File: config.mk
export PLATFORM = sky130hd
export DESIGN_NAME = nco_phase_sequencer_flat
export DESIGN_NICKNAME = d
export VERILOG_FILES = /design/src/rtl/nco_phase_sequencer_if.sv /design/src/rtl/nco_phase_sequencer.sv /design/src/flat_wrapper.sv
export SDC_FILE = /design/constraint.sdc
export NUM_CORES = 1
export LEC_CHECK = 0
export ABC_CLOCK_PERIOD_IN_PS = 3910
export CAP_MARGIN = 40
export CORE_MARGIN = 2
export CORE_UTILIZATION = 45
export DETAILED_ROUTE_END_ITERATION = 10
export PLACE_DENSITY = 0.8
export SLEW_MARGIN = 20
export SYNTH_ARGS = -nofsm -noshare
export SYNTH_HDL_FRONTEND = slang
export SYNTH_SLANG_ARGS = --single-unit
File: constraint.sdc
create_clock -name clk -period 3.91 [get_ports clk]
set_input_delay 0.5865 -clock clk [delete_from_list [all_inputs] [get_ports clk]]
set_output_delay 0.5865 -clock clk [all_outputs]
set_load 0.02 [all_outputs]
File: src/rtl/nco_phase_sequencer_if.sv
// Bundles the control, sine-stage handshake and sample-stream signals of nco_phase_sequencer.
// The master modport is the sequencer's view; slave is the view of the surrounding logic.
interface nco_phase_sequencer_if;
  logic        enable;
  logic        phase_clr;
  logic [17:0] phase_inc;
  logic        sample_tick;
  logic        cordic_update;
  logic [17:0] cordic_angle;
  logic        cordic_ready;
  logic [15:0] cordic_sine;
  logic [15:0] sample_out;
  logic        sample_valid;
  logic        busy;
  logic        overrun;
  logic        timeout;

  modport master (
    input  enable, phase_clr, phase_inc, sample_tick, cordic_ready, cordic_sine,
    output cordic_update, cordic_angle, sample_out, sample_valid, busy, overrun, timeout
  );

  modport slave (
    output enable, phase_clr, phase_inc, sample_tick, cordic_ready, cordic_sine,
    input  cordic_update, cordic_angle, sample_out, sample_valid, busy, overrun, timeout
  );
endinterface

File: src/rtl/nco_phase_sequencer.sv
// NCO phase sequencer: paces the CORDIC sine stage from sample ticks and advances phase mod 2*pi.
// Define NCO_TIMEOUT_EN to abort a conversion whose ready handshake never returns.
module nco_phase_sequencer #(
  parameter int TWO_PI = 102944
`ifdef NCO_TIMEOUT_EN
  , parameter int TIMEOUT = 64
`endif
) (
  input  logic                  clk,
  input  logic                  reset,
  nco_phase_sequencer_if.master bus
);

  typedef enum logic [2:0] {
    IDLE,
    LAUNCH,
    WAIT_LO,
    WAIT_HI,
    CAPTURE
  } state_e;

  localparam logic [18:0] TwoPi  = 19'(TWO_PI);
  localparam logic [17:0] IncMax = 18'(TWO_PI - 1);

  state_e      state_q, state_d;
  logic [17:0] phase_q, phase_d;
  logic [17:0] angle_q, angle_d;
  logic [15:0] sample_q, sample_d;
  logic        overrun_q, overrun_d;

  logic [17:0] incSat;
  logic [18:0] sum;
  logic [17:0] wrapped;

`ifdef NCO_TIMEOUT_EN
  localparam int            CntW    = $clog2(TIMEOUT + 1);
  localparam logic [CntW-1:0] CntLast = CntW'(TIMEOUT - 1);

  logic [CntW-1:0] waitCnt_q, waitCnt_d;
  logic            timeout_q, timeout_d;
`endif

  // Step is built from the held launch angle, so a phase_clr launch restarts the sequence from 0.
  always_comb begin
    incSat  = (bus.phase_inc > IncMax) ? IncMax : bus.phase_inc;
    sum     = {1'b0, angle_q} + {1'b0, incSat};
    wrapped = (sum >= TwoPi) ? 18'(sum - TwoPi) : sum[17:0];
  end

  always_comb begin
    state_d   = state_q;
    phase_d   = phase_q;
    angle_d   = angle_q;
    sample_d  = sample_q;
    overrun_d = overrun_q;
`ifdef NCO_TIMEOUT_EN
    waitCnt_d = '0;
    timeout_d = timeout_q;
`endif

    case (state_q)
      IDLE: begin
        if (bus.sample_tick && bus.enable) begin
          state_d = LAUNCH;
          angle_d = bus.phase_clr ? '0 : phase_q;
        end
      end
      LAUNCH:  state_d = WAIT_LO;
      // Ready is still high from the previous result right after the update pulse.
      WAIT_LO: if (!bus.cordic_ready) state_d = WAIT_HI;
      WAIT_HI: begin
        if (bus.cordic_ready) begin
          state_d  = CAPTURE;
          sample_d = bus.cordic_sine;
        end
      end
      CAPTURE: begin
        phase_d = wrapped;
        state_d = IDLE;
      end
      default: state_d = IDLE;
    endcase

    if (!bus.enable) begin
      overrun_d = 1'b0;
    end else if (bus.sample_tick && (state_q != IDLE)) begin
      overrun_d = 1'b1;
    end

`ifdef NCO_TIMEOUT_EN
    if (!bus.enable) timeout_d = 1'b0;
    if ((state_q == WAIT_LO) || (state_q == WAIT_HI)) begin
      waitCnt_d = waitCnt_q + CntW'(1);
      if ((state_d != CAPTURE) && (waitCnt_q == CntLast)) begin
        state_d   = IDLE;
        timeout_d = 1'b1;
      end
    end
`endif
  end

  always_ff @(posedge clk or posedge reset) begin
    if (reset) begin
      state_q   <= IDLE;
      phase_q   <= '0;
      angle_q   <= '0;
      sample_q  <= '0;
      overrun_q <= 1'b0;
`ifdef NCO_TIMEOUT_EN
      waitCnt_q <= '0;
      timeout_q <= 1'b0;
`endif
    end else begin
      state_q   <= state_d;
      phase_q   <= phase_d;
      angle_q   <= angle_d;
      sample_q  <= sample_d;
      overrun_q <= overrun_d;
`ifdef NCO_TIMEOUT_EN
      waitCnt_q <= waitCnt_d;
      timeout_q <= timeout_d;
`endif
    end
  end

  assign bus.cordic_update = (state_q == LAUNCH);
  assign bus.cordic_angle  = angle_q;
  assign bus.sample_out    = sample_q;
  assign bus.sample_valid  = (state_q == CAPTURE);
  assign bus.busy          = (state_q != IDLE);
  assign bus.overrun       = overrun_q;
`ifdef NCO_TIMEOUT_EN
  assign bus.timeout       = timeout_q;
`else
  assign bus.timeout       = 1'b0;
`endif

endmodule

File: src/flat_wrapper.sv
// flat-port wrapper written by rule: the top's interface ports become plain ports
module nco_phase_sequencer_flat 
#(
  parameter int TWO_PI = 102944

)
  (clk, reset, bus_enable, bus_phase_clr, bus_phase_inc, bus_sample_tick, bus_cordic_ready, bus_cordic_sine, bus_cordic_update, bus_cordic_angle, bus_sample_out, bus_sample_valid, bus_busy, bus_overrun, bus_timeout);
  nco_phase_sequencer_if bus_i ();
  input  logic clk;
  input  logic reset;
  input wire logic [$bits(bus_i.enable)-1:0] bus_enable;
  input wire logic [$bits(bus_i.phase_clr)-1:0] bus_phase_clr;
  input wire logic [$bits(bus_i.phase_inc)-1:0] bus_phase_inc;
  input wire logic [$bits(bus_i.sample_tick)-1:0] bus_sample_tick;
  input wire logic [$bits(bus_i.cordic_ready)-1:0] bus_cordic_ready;
  input wire logic [$bits(bus_i.cordic_sine)-1:0] bus_cordic_sine;
  output wire logic [$bits(bus_i.cordic_update)-1:0] bus_cordic_update;
  output wire logic [$bits(bus_i.cordic_angle)-1:0] bus_cordic_angle;
  output wire logic [$bits(bus_i.sample_out)-1:0] bus_sample_out;
  output wire logic [$bits(bus_i.sample_valid)-1:0] bus_sample_valid;
  output wire logic [$bits(bus_i.busy)-1:0] bus_busy;
  output wire logic [$bits(bus_i.overrun)-1:0] bus_overrun;
  output wire logic [$bits(bus_i.timeout)-1:0] bus_timeout;
  assign bus_i.enable = bus_enable;
  assign bus_i.phase_clr = bus_phase_clr;
  assign bus_i.phase_inc = bus_phase_inc;
  assign bus_i.sample_tick = bus_sample_tick;
  assign bus_i.cordic_ready = bus_cordic_ready;
  assign bus_i.cordic_sine = bus_cordic_sine;
  assign bus_cordic_update = bus_i.cordic_update;
  assign bus_cordic_angle = bus_i.cordic_angle;
  assign bus_sample_out = bus_i.sample_out;
  assign bus_sample_valid = bus_i.sample_valid;
  assign bus_busy = bus_i.busy;
  assign bus_overrun = bus_i.overrun;
  assign bus_timeout = bus_i.timeout;
  nco_phase_sequencer #(.TWO_PI(TWO_PI)) u_core (.clk(clk), .reset(reset), .bus(bus_i));
endmodule
# Word-level counts from Yosys, hierarchy flattened
# Index checks and enable logic that the tools add are counted.
# totals
output_inout_bits,39
wordCells,33
regBits,56
# classes
muxes,9
n_lt_le_gt_ge,2
n_eq_ne,8
n_reduce_logical,7
add_sub_neg,2
# ops
op,n
$mux 18,3
$add 18x18->19,1
$ge 19x17->1 const B,1
$gt 18x17->1 const B,1
$sub 18x17->18 const B,1
$pmux 3 s4,1
$mux 3,3
$eq 3x2->1 const B,2
$ne 2x1->1 const B,2
$ne 2x2->1 const B,2
$reduce_and 2->1,2
$eq 3x1->1 const B,1
$eq 3x3->1 const B,1
$logic_not 3->1,1
$reduce_and 3->1,1
$reduce_bool 3->1,1
$logic_and 1x1->1,2
$mux 1,2

# Logic depth before layout (Yosys ltp)
# Gate-level depths: netlist of run 1.
# depth
ltp_word,5
mapped_depth,20
mapped_depth_nobuf,19

# Worst setup path after synthesis of run 1
# Ideal clock, no wire load.
# synth_path
kind,in2reg
startpoint,input bus_phase_inc[8]
endpoint,register u_core.phase_q[13]
t_required_ns,3.783
setup_time_ns,0.127
stages,19
path_slack_ns,-0.920
t_arrival_ns,4.703
path_buffers,2
path_cell_list,o41ai_1 nand2_1 a211o_1 a31oi_1 clkbuf_1 nand2b_1 ha_1 nand2b_1 a211oi_2 nand2b_1 xnor2_1 ha_1 o2111ai_1 a222oi_1 o311ai_2 a31oi_4 buf_6 mux2i_1 nand3_1
# synth_between
elab_chain_cells,5
# synth_lines
element,line_no,rtl
"start, declared",flat_wrapper.sv:13,input wire logic [$bits(bus_i.phase_inc)-1:0] bus_phase_inc;
$gt 18x17->1,nco_phase_sequencer.sv:45,incSat = (bus.phase_inc > IncMax) ? IncMax : bus.phase_inc;
$mux 18 *,nco_phase_sequencer.sv:45,
$add 18x18->19 *,nco_phase_sequencer.sv:46,"sum = {1'b0, angle_q} + {1'b0, incSat};"
$sub 18x17->18 or $ge 19x17->1 (tied branches),nco_phase_sequencer.sv:47,wrapped = (sum >= TwoPi) ? 18'(sum - TwoPi) : sum[17:0];
$mux 18 *,nco_phase_sequencer.sv:47,
"end signal, assigned",nco_phase_sequencer.sv:115,phase_q <= phase_d;
"end, declared",nco_phase_sequencer.sv:26,"logic [17:0] phase_q, phase_d;"
# Mark *: on every way between the ends. The rest lies on a longest branch, timed or not.
# A chain may end at the register's enable or synchronous reset.

# Worst setup path after layout of run 1
# layout_path
startpoint,input bus_phase_inc[8]
endpoint,register u_core.phase_q[6]
# Same word-level chain as after synthesis.

==> results by group, run 1 <==
Outcome
  – Status: finished with violations
  – Failing checks: negative setup slack

Die
  – Die height: 95.3 um
  – Die X: 95.3 um
  – Starting Density: 0.461
  – Core footprint: 0.00813 mm^2
  – FP Rows: 33
  – Die ar.: 0.00908 mm^2
  – # IOs: 79

Layout
  – Layout cells sized above 1: 0.310
  – Most frequent cells in the layout: nand2_1, buf_4, clkdlybuf4s50_1
  – Commonest non-fill, non-tap cell in the layout: nand2_1
  – Final std cells w/o fill: 727
  – Antenna fix cells: 0
  – Area added between synthesis and finish: 60.0%
  – Nets@finish: 682

Setup path
  – Crit-path slowest cell: a222oi_1
  – Worst-path cell chain: clkbuf_2, o41ai_4, nand2_1, a211o_1, a31oi_4, buf_6, and2_1, ha_1, a21oi_1, o21ai_0, buf_4, a31oi_2, xnor2_2, a222oi_1, buf_4, o311ai_4, a31oi_4, buf_6, mux2_4, o21ai_4
  – Worst Path Arrival: 5.00 ns
  – Required @ worst endpoint: 4.15 ns
  – CP Capture Type: flip-flop
  – CP bufs+invs: 5
  – Crit start category: primary input
  – CP max FO: 6
  – Crit path max-delay family: compound AO/OA/AOI/OAI gates
  – Crit Path Class: in2reg
  – Worst path max stage delay: 0.35 ns

Timing
  – Slew HR: 0.570
  – Pins Over Slew Limit: 0
  – Worst-Margin Slew: 0.643 ns
  – Tcrit/Tclk final: 1.22
  – Setup-failing EPs final: 13
  – Worst clock skew: 0.0221 ns
  – PnR worst setup slack: -0.851 ns
  – Fmax: 210 MHz
  – Final Hold Viols: 0
  – RSZ-0062 raised after global routing: yes
  – Min cycle time layout: 4.76 ns

CTS
  – CTS Buf Count: 5
  – CTS tree: yes
  – Clock buffer depth: 2
  – Worst-path clk slew: 0.10 ns
  – Clock Sink Count: 56
  – CTS root buffer: clkbuf_8
  – Htree depth: 2
  – Clk_lat worst skew: 0.34 ns
  – Hold_buf cts: 0

Global routing
  – Vias in the first global route: 4381
  – First-pass GRT wire length: 21500 um
  – Grt ovf: 0
  – Largest net degree at the start of global routing: 37
  – GR Util All Layers: 0.306
  – Initial antenna violation count: 0

Placement
  – Gp weighted congestion: 0.905
  – DP Worst Slack: -1.07 ns
  – Port buffer count: 77
  – Hpwl dp: 8430 um
  – Placed cell count: 687

Routing
  – Final WL: 15000 um
  – Via count: 4410
  – Vias per cell: 6.07
  – WL/cell: 20.6 um
  – DR iter-0 viols: 465
  – DRT antenna net count: 0
  – Pre-antenna DRT Iters: 5
  – # DRC: 0

Power and ir drop
  – Leak Pwr: 2.82 nW
  – Power per cell area: 943 mW/mm^2
  – Power Total: 0.00566 W
  – Peak VDD IR: 0.000460 V

Synthesis
  – Post-synthesis cell count: 443
  – Seq/Total Area, Yosys: 0.374
  – Synth Cell Area: 0.00375 mm^2
  – Netlist cell types: 68
  – EDFF count, synth: 0
  – Yosys warnings: 0
  – Post-synthesis async set-or-reset flop share: 1.00
  – Synthesized area per cell: 8.46 um^2
  – Synthesized flop and latch total: 56
  – Synth Flop Type: dfrtp_1

Job
  – Max_cap viols: 0

Min path
  – Hold Crit Class: reg2reg
report_power, final:
part	leakage, nW	switching (W)	internal (W)
clock network	0.0614	0.000215	0.000210
logic	2.06	0.00211	0.00207
registers	0.700	0.000219	0.000837
per-layer routing:
| layer | GRT usage | vias up | share of wire |
|---|---|---|---|
| li1 | - | 1905 | - |
| met1 | 0.367 | 2089 | 0.38 |
| met2 | 0.528 | 334 | 0.48 |
| met3 | 0.0561 | 82 | 0.093 |
| met4 | 0.144 | 0 | 0.052 |
| met5 | 0 | - | 0 |
area by class of cell:
| type | instances | area (um^2) |
|---|---|---|
| inverters | 11 | 43.8 |
| repair buffers | 189 | 1660 |
| well taps | 105 | 131 |
| clock buffers | 6 | 82.6 |
| multi-input cells | 358 | 2640 |
| flip-flops and latches | 56 | 1400 |
| fillers | 517 | 2140 |
| clock inverters | 2 | 38.8 |
metrics by stage:
stage	hold WS [ns]	TNS (ns)	util	cell area [um^2]
after floorplan	0.446	-5.96	-	3900
after global placement	0.457	-11.39	0.653	5310
after detailed placement	0.463	-13.12	0.655	5330
after CTS	0.489	-4.65	0.706	5740
after global routing	0.506	-11.17	0.737	6000
final	0.481	-9.26	0.737	6000
worst min-delay path: stages, from the launching register on:
cell     delay [ns]
dfrtp_1        0.36
nand2_1        0.05
nand2_1        0.05
cell families (layout without fill, tap and decap cells):
| group | Yosys count | count (layout) | synth area share |
|---|---|---|---|
| flops | 56 | 56 | 0.374 |
| simple gates | 223 | 223 | 0.283 |
| mux | 6 | 6 | 0.0164 |
| compound gates | 92 | 92 | 0.188 |
| fa+ha+maj | 21 | 21 | 0.0721 |
| xor+xnor | 14 | 14 | 0.0327 |
| other cells | 1 | 2 | 0.00100 |
| buf+inv | 30 | 208 | 0.0337 |
synthesized netlist by cell type (all sizes together), types with 4 or more instances:
master  number  share of area
a211o        4         0.0093
inv         10          0.010
mux2i        5          0.013
a21o         7          0.014
nand3b      17          0.034
ha          20          0.067
nor3        10          0.013
or2          4         0.0067
a21oi       16          0.023
xor2         4         0.0093
and2        11          0.019
a22oi        5          0.010
nand3        7         0.0093
and3         5         0.0083
nand2      124           0.12
dfrtp       56           0.37
buf          5         0.0087
nand2b      12          0.020
clkbuf      14          0.014
a31oi        6          0.016
nor2        18          0.018
o21ai       19          0.027
xnor2       10          0.023
o31ai        4         0.0093
o21a         4         0.0080
flip-flops by register name, summed over array words and instances (netlist names):
| name | flops |
|---|---|
| u_core.bus.sample_out | 16 |
| u_core.state_q | 3 |
| u_core.bus.cordic_angle | 18 |
| u_core.phase_q | 18 |
| u_core.bus.overrun | 1 |
final timing paths:
path | from | endpoint | slack, ns | depth (start not counted)
min reg2reg | u_core.bus.sample_out[5] | u_core.bus.sample_out[5] | 0.48 | 2
min in group asynchronous | reset | u_core.bus.cordic_angle[12] | 0.53 | 2
max reg2reg | u_core.bus.cordic_angle[0] | u_core.phase_q[6] | 0.11 | 16
max in group asynchronous | reset | u_core.bus.sample_out[13] | 2.59 | 4
min | u_core.bus.sample_out[5] | u_core.bus.sample_out[5] | 0.48 | 2
max | bus_phase_inc[8] | u_core.phase_q[6] | -0.85 | 20
timing repair:
item | in CTS | in global routing
pin swaps | 21 | 27
setup endpoints to repair | 13 | 13
gates cloned | 1 | 0
resized for setup | 50 | 36
hold endpoints to repair | 0 | 0
buffers inserted | 18 | 14
(Power assumes the default switching activity.)
==> run 2: changes to the inputs <==
Settings changed: ABC_AREA from default to 1, ABC_CLOCK_PERIOD_IN_PS 3910 to 5700, PLACE_DENSITY 0.8 to 0.79.
Clock period 3.91 ns to 5.7 ns, I/O delays scaled along.
==> run 2 against run 1 <==
The flow now finishes without violations. Total power decreased by 48%. Combinational power decreased by 53%. Design area decreased by 15%. Hold slack improved by 0.0040 ns. Register-to-register slack improved by 2.4 ns. Flip-flop and latch count unchanged. Synthesized cell count increased by 42%. Count of clock-buffer cells in the layout unchanged. Largest power group unchanged. Highest routed layer unchanged.
==> results by group, run 2 <==
Timing
  – Fmax: 208 MHz
  – RSZ-0062 raised after global routing: no
  – Setup_tns: 0 ns (+9.26 ns)
  – Hold slack: 0.485 ns (+0.00401 ns)
  – Setup-failing EPs final: 0 (-13)
  – Min cycle time layout: 4.80 ns
  – Worst clock skew: 0.0106 ns (-0.0116 ns)
  – Worst-Margin Slew: 0.750 ns (+0.107 ns)
  – Final Hold Viols: 0 (unchanged)
  – Tcrit/Tclk final: 0.842
  – Slew HR: 0.499 (-0.0710)
  – Pins Over Slew Limit: 0 (unchanged)

Setup path
  – R2r worst-path depth: 18 (+2)
  – Setup crit end: u_core.phase_q[10]
  – Crit Path Class: in2reg
  – Required @ worst endpoint: 5.90 ns (+1.75 ns)
  – Reg-to-reg critical path endpoint: u_core.phase_q[10]
  – Worst Path Arrival: 5.00 ns (about the same)
  – CP max FO: 22 (+16)
  – Crit start category: primary input
  – Most frequent CP cell: nand2_1
  – Crit-path slowest cell: clkdlybuf4s50_1
  – CP Capture Type: flip-flop
  – Worst-path cell chain: clkdlybuf4s50_1, inv_1, nor4_1, nand4_1, nand3_1, or2_2, ha_1, inv_1, fa_1, inv_1, nand4_1, nand2_1, nand2_1, nand2_1, ha_1, nand3_1, nand2_1, nand2_1, nand3_2, nand3_2, nand2_1, o21ai_2, nand2_1, nand2_1
  – Worst path max stage delay: 0.48 ns (+0.13 ns)
  – CP startpoint: bus_phase_inc[16]
  – R2R setup slack: 2.48 ns (+2.37 ns)
  – RR Startpoint: u_core.bus.cordic_angle[0]

Routing
  – Pre-antenna DRT Iters: 4 (-1)
  – # DRC: 0 (unchanged)
  – DR iter-0 viols: 223 (-52%)
  – Final WL: 11300 um (-24%)
  – WL/cell: 13.9 um (-32%)
  – Vias per cell: 5.19 (-14%)
  – Via count: 4213 (-4.5%)
  – DRT antenna net count: 0 (unchanged)

Layout
  – Register area: 0.00140 mm^2 (unchanged)
  – Commonest non-fill, non-tap cell in the layout: nand2_1
  – Antenna fix cells: 0 (unchanged)
  – Multi-input logic area: 0.00236 mm^2 (-11%)
  – Finished Cell Area: 0.00511 mm^2 (-15%)
  – Area added between synthesis and finish: 23.8%
  – Most frequent cells in the layout: nand2_1, clkdlybuf4s50_1, inv_1
  – Layout cells sized above 1: 0.0797 (-0.231)
  – Final std cells w/o fill: 811 (+12%)
  – Nets@finish: 763 (+12%)
  – Fillers: 827 (+60%)

Die
  – # IOs: 79 (unchanged)
  – FP Rows: 34 (+3.0%)
  – Die X: 99.8 um (+4.7%)
  – Die ar.: 0.00996 mm^2 (+9.7%)
  – Core footprint: 0.00881 mm^2 (+8.3%)
  – Die height: 99.8 um (+4.7%)
  – Starting Density: 0.469 (+0.00789)

Placement
  – Port buffer count: 77 (unchanged)
  – Hpwl dp: 8880 um (+5.3%)
  – Gp weighted congestion: 0.908 (+0.32%)
  – Placed cell count: 803 (+17%)
  – Placed cell areas: 0.00500 mm^2 (-6.2%)

Global routing
  – Grt ovf: 0 (unchanged)
  – Vias in the first global route: 4096 (-6.5%)
  – Largest net degree at the start of global routing: 57 (+54%)
  – GR Util All Layers: 0.233 (-0.0723)
  – First-pass GRT wire length: 19000 um (-12%)
  – Initial antenna violation count: 0 (unchanged)

Synthesis
  – Dominant cell by count in the synthesized netlist: nand2_1
  – EDFF count, synth: 0 (unchanged)
  – Synth Cell Area: 0.00413 mm^2 (+10%)
  – Post-synthesis async set-or-reset flop share: 1.00 (unchanged)
  – Yosys warnings: 0 (unchanged)
  – Netlist cell types: 37 (-46%)
  – Yosys top cell by area: dfrtp_1
  – Top post-synthesis cells by area: dfrtp_1, nand2_1, nand3_1
  – Synthesized flop and latch total: 56 (unchanged)
  – Post-synthesis cell count: 627 (+42%)
  – Synth Flop Type: dfrtp_1
  – Seq/Total Area, Yosys: 0.339 (-0.0343)
  – Synthesized area per cell: 6.58 um^2 (-22%)
  – Post-synth top cells: nand2_1, inv_1, nand3_1, dfrtp_1, nor2_1
  – Yosys top cell area share: 0.339 (-0.0343)

CTS
  – CTS root buffer: clkbuf_8
  – CTS tree: yes
  – Clock Sink Count: 56 (unchanged)
  – Clk_lat worst skew: 0.31 ns (-0.03 ns)
  – Clock buffer depth: 2 (unchanged)
  – CTS resizes: 0 (-100%)
  – CTS Buf Count: 5 (unchanged)
  – Htree depth: 2 (unchanged)
  – Post-CTS Repair Setup Buffers: 0 (-18)
  – Worst-path clk slew: 0.11 ns (about the same)
  – Hold_buf cts: 0 (unchanged)

Power and ir drop
  – Peak VDD IR: 0.000365 V (-21%)
  – Power per cell area: 572 mW/mm^2 (-39%)
  – Leak Pwr: 2.73 nW (-3.0%)
  – Power Total: 0.00292 W (-48%)

Min path
  – Hold Crit Class: reg2reg

Outcome
  – Status: completed

Job
  – Max_cap viols: 0 (unchanged)
-- run 2: cell count changes after synthesis, moves of 8 or more --
cell,delta
nand2_1,+127
inv_1,+64
nand3_1,+52
nand2_2,+18
nor2_1,+13
nand2b_1,-12
nand3b_1,-11
o21ai_0,+9
and2_1,-8
-- run 2: area by class of cell --
class | count | share of cell area
clock buffers | 6 | 0.0142
clock inverters | 2 | 0.00759
inverters | 81 | 0.0595
multi-input cells | 477 | 0.461
flip-flops and latches | 56 | 0.274
well taps | 108 | 0.0264
repair buffers | 81 | 0.157
-- run 2: worst max-delay path, delay by kind of cell --
kind | cells | cell delay, ns
and+or+nand+nor | 16 | 2.54
adders and majority gates | 3 | 0.81
buffers and inverters | 4 | 0.70
AOI/OAI and AO/OA | 1 | 0.07
-- run 2: kinds of logic after synthesis --
logic type | count (synthesis) | synth area share
and+or+nand+nor | 399 | 0.422
buffers and inverters | 95 | 0.0912
DFF | 56 | 0.339
AOI/OAI and AO/OA | 49 | 0.0679
adders and majority gates | 21 | 0.0655
xor gates and xnor gates | 6 | 0.0127
other | 1 | 0.000908
-- run 2: worst min-delay path by stage --
| stage | start | to | slack [ns] | cells after the start |
|---|---|---|---|---|
| after floorplan | u_core.phase_q[2] | u_core.phase_q[2] | 0.44 | 2 |
| after global placement | u_core.phase_q[2] | u_core.phase_q[2] | 0.46 | 2 |
| after detailed placement | u_core.phase_q[2] | u_core.phase_q[2] | 0.46 | 2 |
| after CTS | u_core.phase_q[2] | u_core.phase_q[2] | 0.49 | 2 |
| after global routing | u_core.phase_q[2] | u_core.phase_q[2] | 0.51 | 2 |
| final | u_core.phase_q[2] | u_core.phase_q[2] | 0.49 | 2 |
-- run 2: power by group --
group          switching, W  internal [W]  total, W  leakage [nW]
clock network      0.000134      0.000133  0.000267        0.0558
registers          0.000137      0.000579  0.000715         0.695
logic               0.00122      0.000722   0.00194          1.98
total               0.00149       0.00143   0.00292          2.73
-- run 2: metal layers --
| metal | GRT usage | vias up | part of all wire |
|---|---|---|---|
| met4 | 0.0727 | 0 | 0.024 |
| met5 | 0 | - | 0 |
| met3 | 0.0334 | 18 | 0.060 |
| met1 | 0.316 | 1950 | 0.45 |
| met2 | 0.389 | 123 | 0.46 |
| li1 | - | 2122 | - |
-- run 2: through the flow --
stage / utilization / setup WS, ns
after floorplan: - / 1.90
after global placement: 0.568 / 0.745
after detailed placement: 0.568 / 0.611
after CTS: 0.580 / 0.934
after global routing: 0.580 / 0.482
final: 0.580 / 0.903
==> run 3: changes to the inputs <==
Settings changed: ABC_CLOCK_PERIOD_IN_PS 5700 to 5000.
Clock period 5.7 ns to 5 ns, I/O delays scaled along.
==> run 3 against run 2 <==
First-iteration DRC count rose by 9.0%. Sequential share of layout area rose by 0.12 points. Routed wire length rose by 0.42%. Core utilization fell by 0.26 points. Count of clock-buffer cells in the layout fell by 1. Clock skew fell by 0.0033 ns. Register-to-register slack got worse by 0.49 ns. Sequential power rose by 14%. Design area fell by 0.44%. Non-clock buffer count did not move. Final cell count fell by 0.12%. Critical endpoint is now u_core.phase_q[16]. Largest cell class unchanged. Largest power group unchanged.
==> results by group, run 3 (synthesized netlist as in run 2, its figures left out) <==
Layout
  – Most frequent cells in the layout: nand2_1, clkdlybuf4s50_1, inv_1
  – Register area: 0.00140 mm^2 (unchanged)
  – Multi-input logic area: 0.00237 mm^2 (+0.32%)
  – Final std cells w/o fill: 810 (-0.12%)
  – Finished Cell Area: 0.00509 mm^2 (-0.44%)
  – Area added between synthesis and finish: 23.3%
  – Commonest non-fill, non-tap cell in the layout: nand2_1
  – Layout cells sized above 1: 0.0798 (+0.000113)
  – Nets@finish: 763 (unchanged)
  – Fillers: 879 (+6.3%)
  – Antenna fix cells: 0 (unchanged)

Setup path
  – Crit-path slowest cell: clkdlybuf4s50_1
  – Crit Path Class: in2reg
  – Required @ worst endpoint: 5.20 ns (-0.70 ns)
  – Worst Path Arrival: 4.69 ns (-0.31 ns)
  – Crit start category: primary input
  – CP bufs+invs: 4 (unchanged)
  – CP Capture Type: flip-flop
  – Critical Path Stages: 24 (unchanged)
  – R2R setup slack: 1.99 ns (-0.49 ns)
  – Reg-to-reg critical path endpoint: u_core.phase_q[16]
  – Most frequent CP cell: nand2_1
  – RR Startpoint: u_core.bus.cordic_angle[0]
  – CP max FO: 22 (unchanged)
  – Setup crit end: u_core.phase_q[16]
  – Worst path max stage delay: 0.47 ns (about the same)
  – CP startpoint: bus_phase_inc[16]
  – Worst-path cell chain: clkdlybuf4s50_1, inv_1, nor4_1, nand4_1, nand3_1, or2_2, ha_1, inv_1, fa_1, inv_1, nand4_1, nand2_1, nand2_1, nand2_1, ha_1, nand3_1, nand2_1, nand2_1, nand3_2, nand3_4, nand2_1, nand2_1, nand3_1, nand2_1
  – Crit path max-delay family: simple AND/OR/NAND/NOR gates
  – R2r worst-path depth: 18 (unchanged)

Timing
  – Setup_tns: 0 ns (unchanged)
  – Final Hold Viols: 0 (unchanged)
  – PnR worst setup slack: 0.506 ns (-0.396 ns)
  – Worst-Margin Slew: 0.755 ns (+0.00575 ns)
  – Setup-failing EPs final: 0 (unchanged)
  – RSZ-0062 raised after global routing: no
  – Tcrit/Tclk final: 0.899
  – Slew HR: 0.495 (-0.00384)
  – Pins Over Slew Limit: 0 (unchanged)
  – Min cycle time layout: 4.49 ns
  – Fmax: 223 MHz
  – Worst clock skew: 0.00729 ns (-0.00328 ns)

Job
  – Max_cap viols: 0 (unchanged)

Global routing
  – Grt ovf: 0 (unchanged)
  – Vias in the first global route: 4122 (+0.63%)
  – GR Util All Layers: 0.238 (+0.00494)
  – First-pass GRT wire length: 19300 um (+1.8%)
  – Largest net degree at the start of global routing: 57 (unchanged)
  – Initial antenna violation count: 0 (unchanged)

Power and ir drop
  – Power per cell area: 643 mW/mm^2 (+12%)
  – Peak VDD IR: 0.000316 V (-13%)
  – Leak Pwr: 2.72 nW (-0.55%)

Routing
  – Met2 WL post-DR: 5480 um (+4.2%)
  – DR top layer: met4
  – Final WL: 11400 um (+0.42%)
  – WL/cell: 14.0 um (+0.55%)
  – Vias per cell: 5.13 (-1.3%)
  – Pre-antenna DRT Iters: 5 (+1)
  – Detail Route met3 WL: 671 um (-0.89%)
  – DR iter-0 viols: 243 (+9.0%)
  – # DRC: 0 (unchanged)
  – DRT met1 WL: 5070 um (-0.63%)
  – Via count: 4152 (-1.4%)
  – DRT antenna net count: 0 (unchanged)

Outcome
  – Status: completed

Placement
  – Hpwl dp: 8910 um (+0.42%)
  – Port buffer count: 77 (unchanged)
  – Placed cell count: 803 (unchanged)
  – DP Worst Slack: 0.0253 ns (-0.586 ns)
  – Gp weighted congestion: 0.972 (+7.1%)
  – Placed cell areas: 0.00500 mm^2 (unchanged)

Die
  – # IOs: 79 (unchanged)
  – Core footprint: 0.00881 mm^2 (unchanged)
  – Die height: 99.8 um (unchanged)
  – FP Rows: 34 (unchanged)
  – Die X: 99.8 um (unchanged)
  – Die ar.: 0.00996 mm^2 (unchanged)
  – Starting Density: 0.469 (unchanged)

CTS
  – Htree depth: 2 (unchanged)
  – CTS tree: yes
  – CTS root buffer: clkbuf_8
  – Hold_buf cts: 0 (unchanged)
  – CTS Buf Count: 5 (unchanged)
  – Clock Sink Count: 56 (unchanged)
  – Clk_lat worst skew: 0.31 ns (about the same)
  – Worst-path clk slew: 0.10 ns (about the same)
  – Clock buffer depth: 2 (unchanged)

Min path
  – Hold Crit Class: reg2reg
-- run 3: through the flow --
stage / util / power [W] / hold slack [ns]
floorplan: - / 0.00237 / 0.443
global placement: 0.568 / 0.00296 / 0.460
detailed placement: 0.568 / 0.00301 / 0.461
CTS: 0.577 / 0.00327 / 0.485
global route: 0.578 / 0.00360 / 0.517
finish: 0.578 / 0.00327 / 0.484
-- run 3: worst min path at each step --
stage                                          from                        end  slack (ns)  cells after the start
after floorplan                   u_core.phase_q[2]          u_core.phase_q[2]        0.44                      2
after detailed placement          u_core.phase_q[2]          u_core.phase_q[2]        0.46                      2
after global placement            u_core.phase_q[2]          u_core.phase_q[2]        0.46                      2
after global routing      u_core.bus.sample_out[14]  u_core.bus.sample_out[14]        0.52                      2
final                             u_core.phase_q[2]          u_core.phase_q[2]        0.48                      2
after CTS                         u_core.phase_q[2]          u_core.phase_q[2]        0.48                      2
-- run 3: final cells by class --
type / instances / area share
inverters: 81 / 0.0597
clock inverters: 2 / 0.00246
flip-flops and latches: 56 / 0.275
repair buffers: 81 / 0.157
well taps: 108 / 0.0266
clock buffers: 5 / 0.0135
multi-input cells: 477 / 0.465
-- run 3: power breakdown --
part	switching (W)	total, W	internal [W]
Combinational	0.00139	0.00222	0.000826
Sequential	0.000153	0.000813	0.000660
Clock	0.000144	0.000240	0.0000954
Total	0.00169	0.00327	0.00158
-- run 3: layer usage --
layer | up-vias | GRT usage
met2 | 101 | 0.422
met4 | 0 | 0.0453
met1 | 1919 | 0.314
met3 | 10 | 0.0341
met5 | - | 0
li1 | 2122 | -
-- run 3: tightest hold or removal path: stages, from the launching register on --
cell and delay (ns):
dfrtp_1 0.36, nand2_1 0.05, nand2_1 0.05
-- run 3: repair_timing --
item / in CTS / in global routing
endpoints found under the setup margin: 0 / 4
gates resized for setup: 0 / 1
buffers inserted: 0 / 0
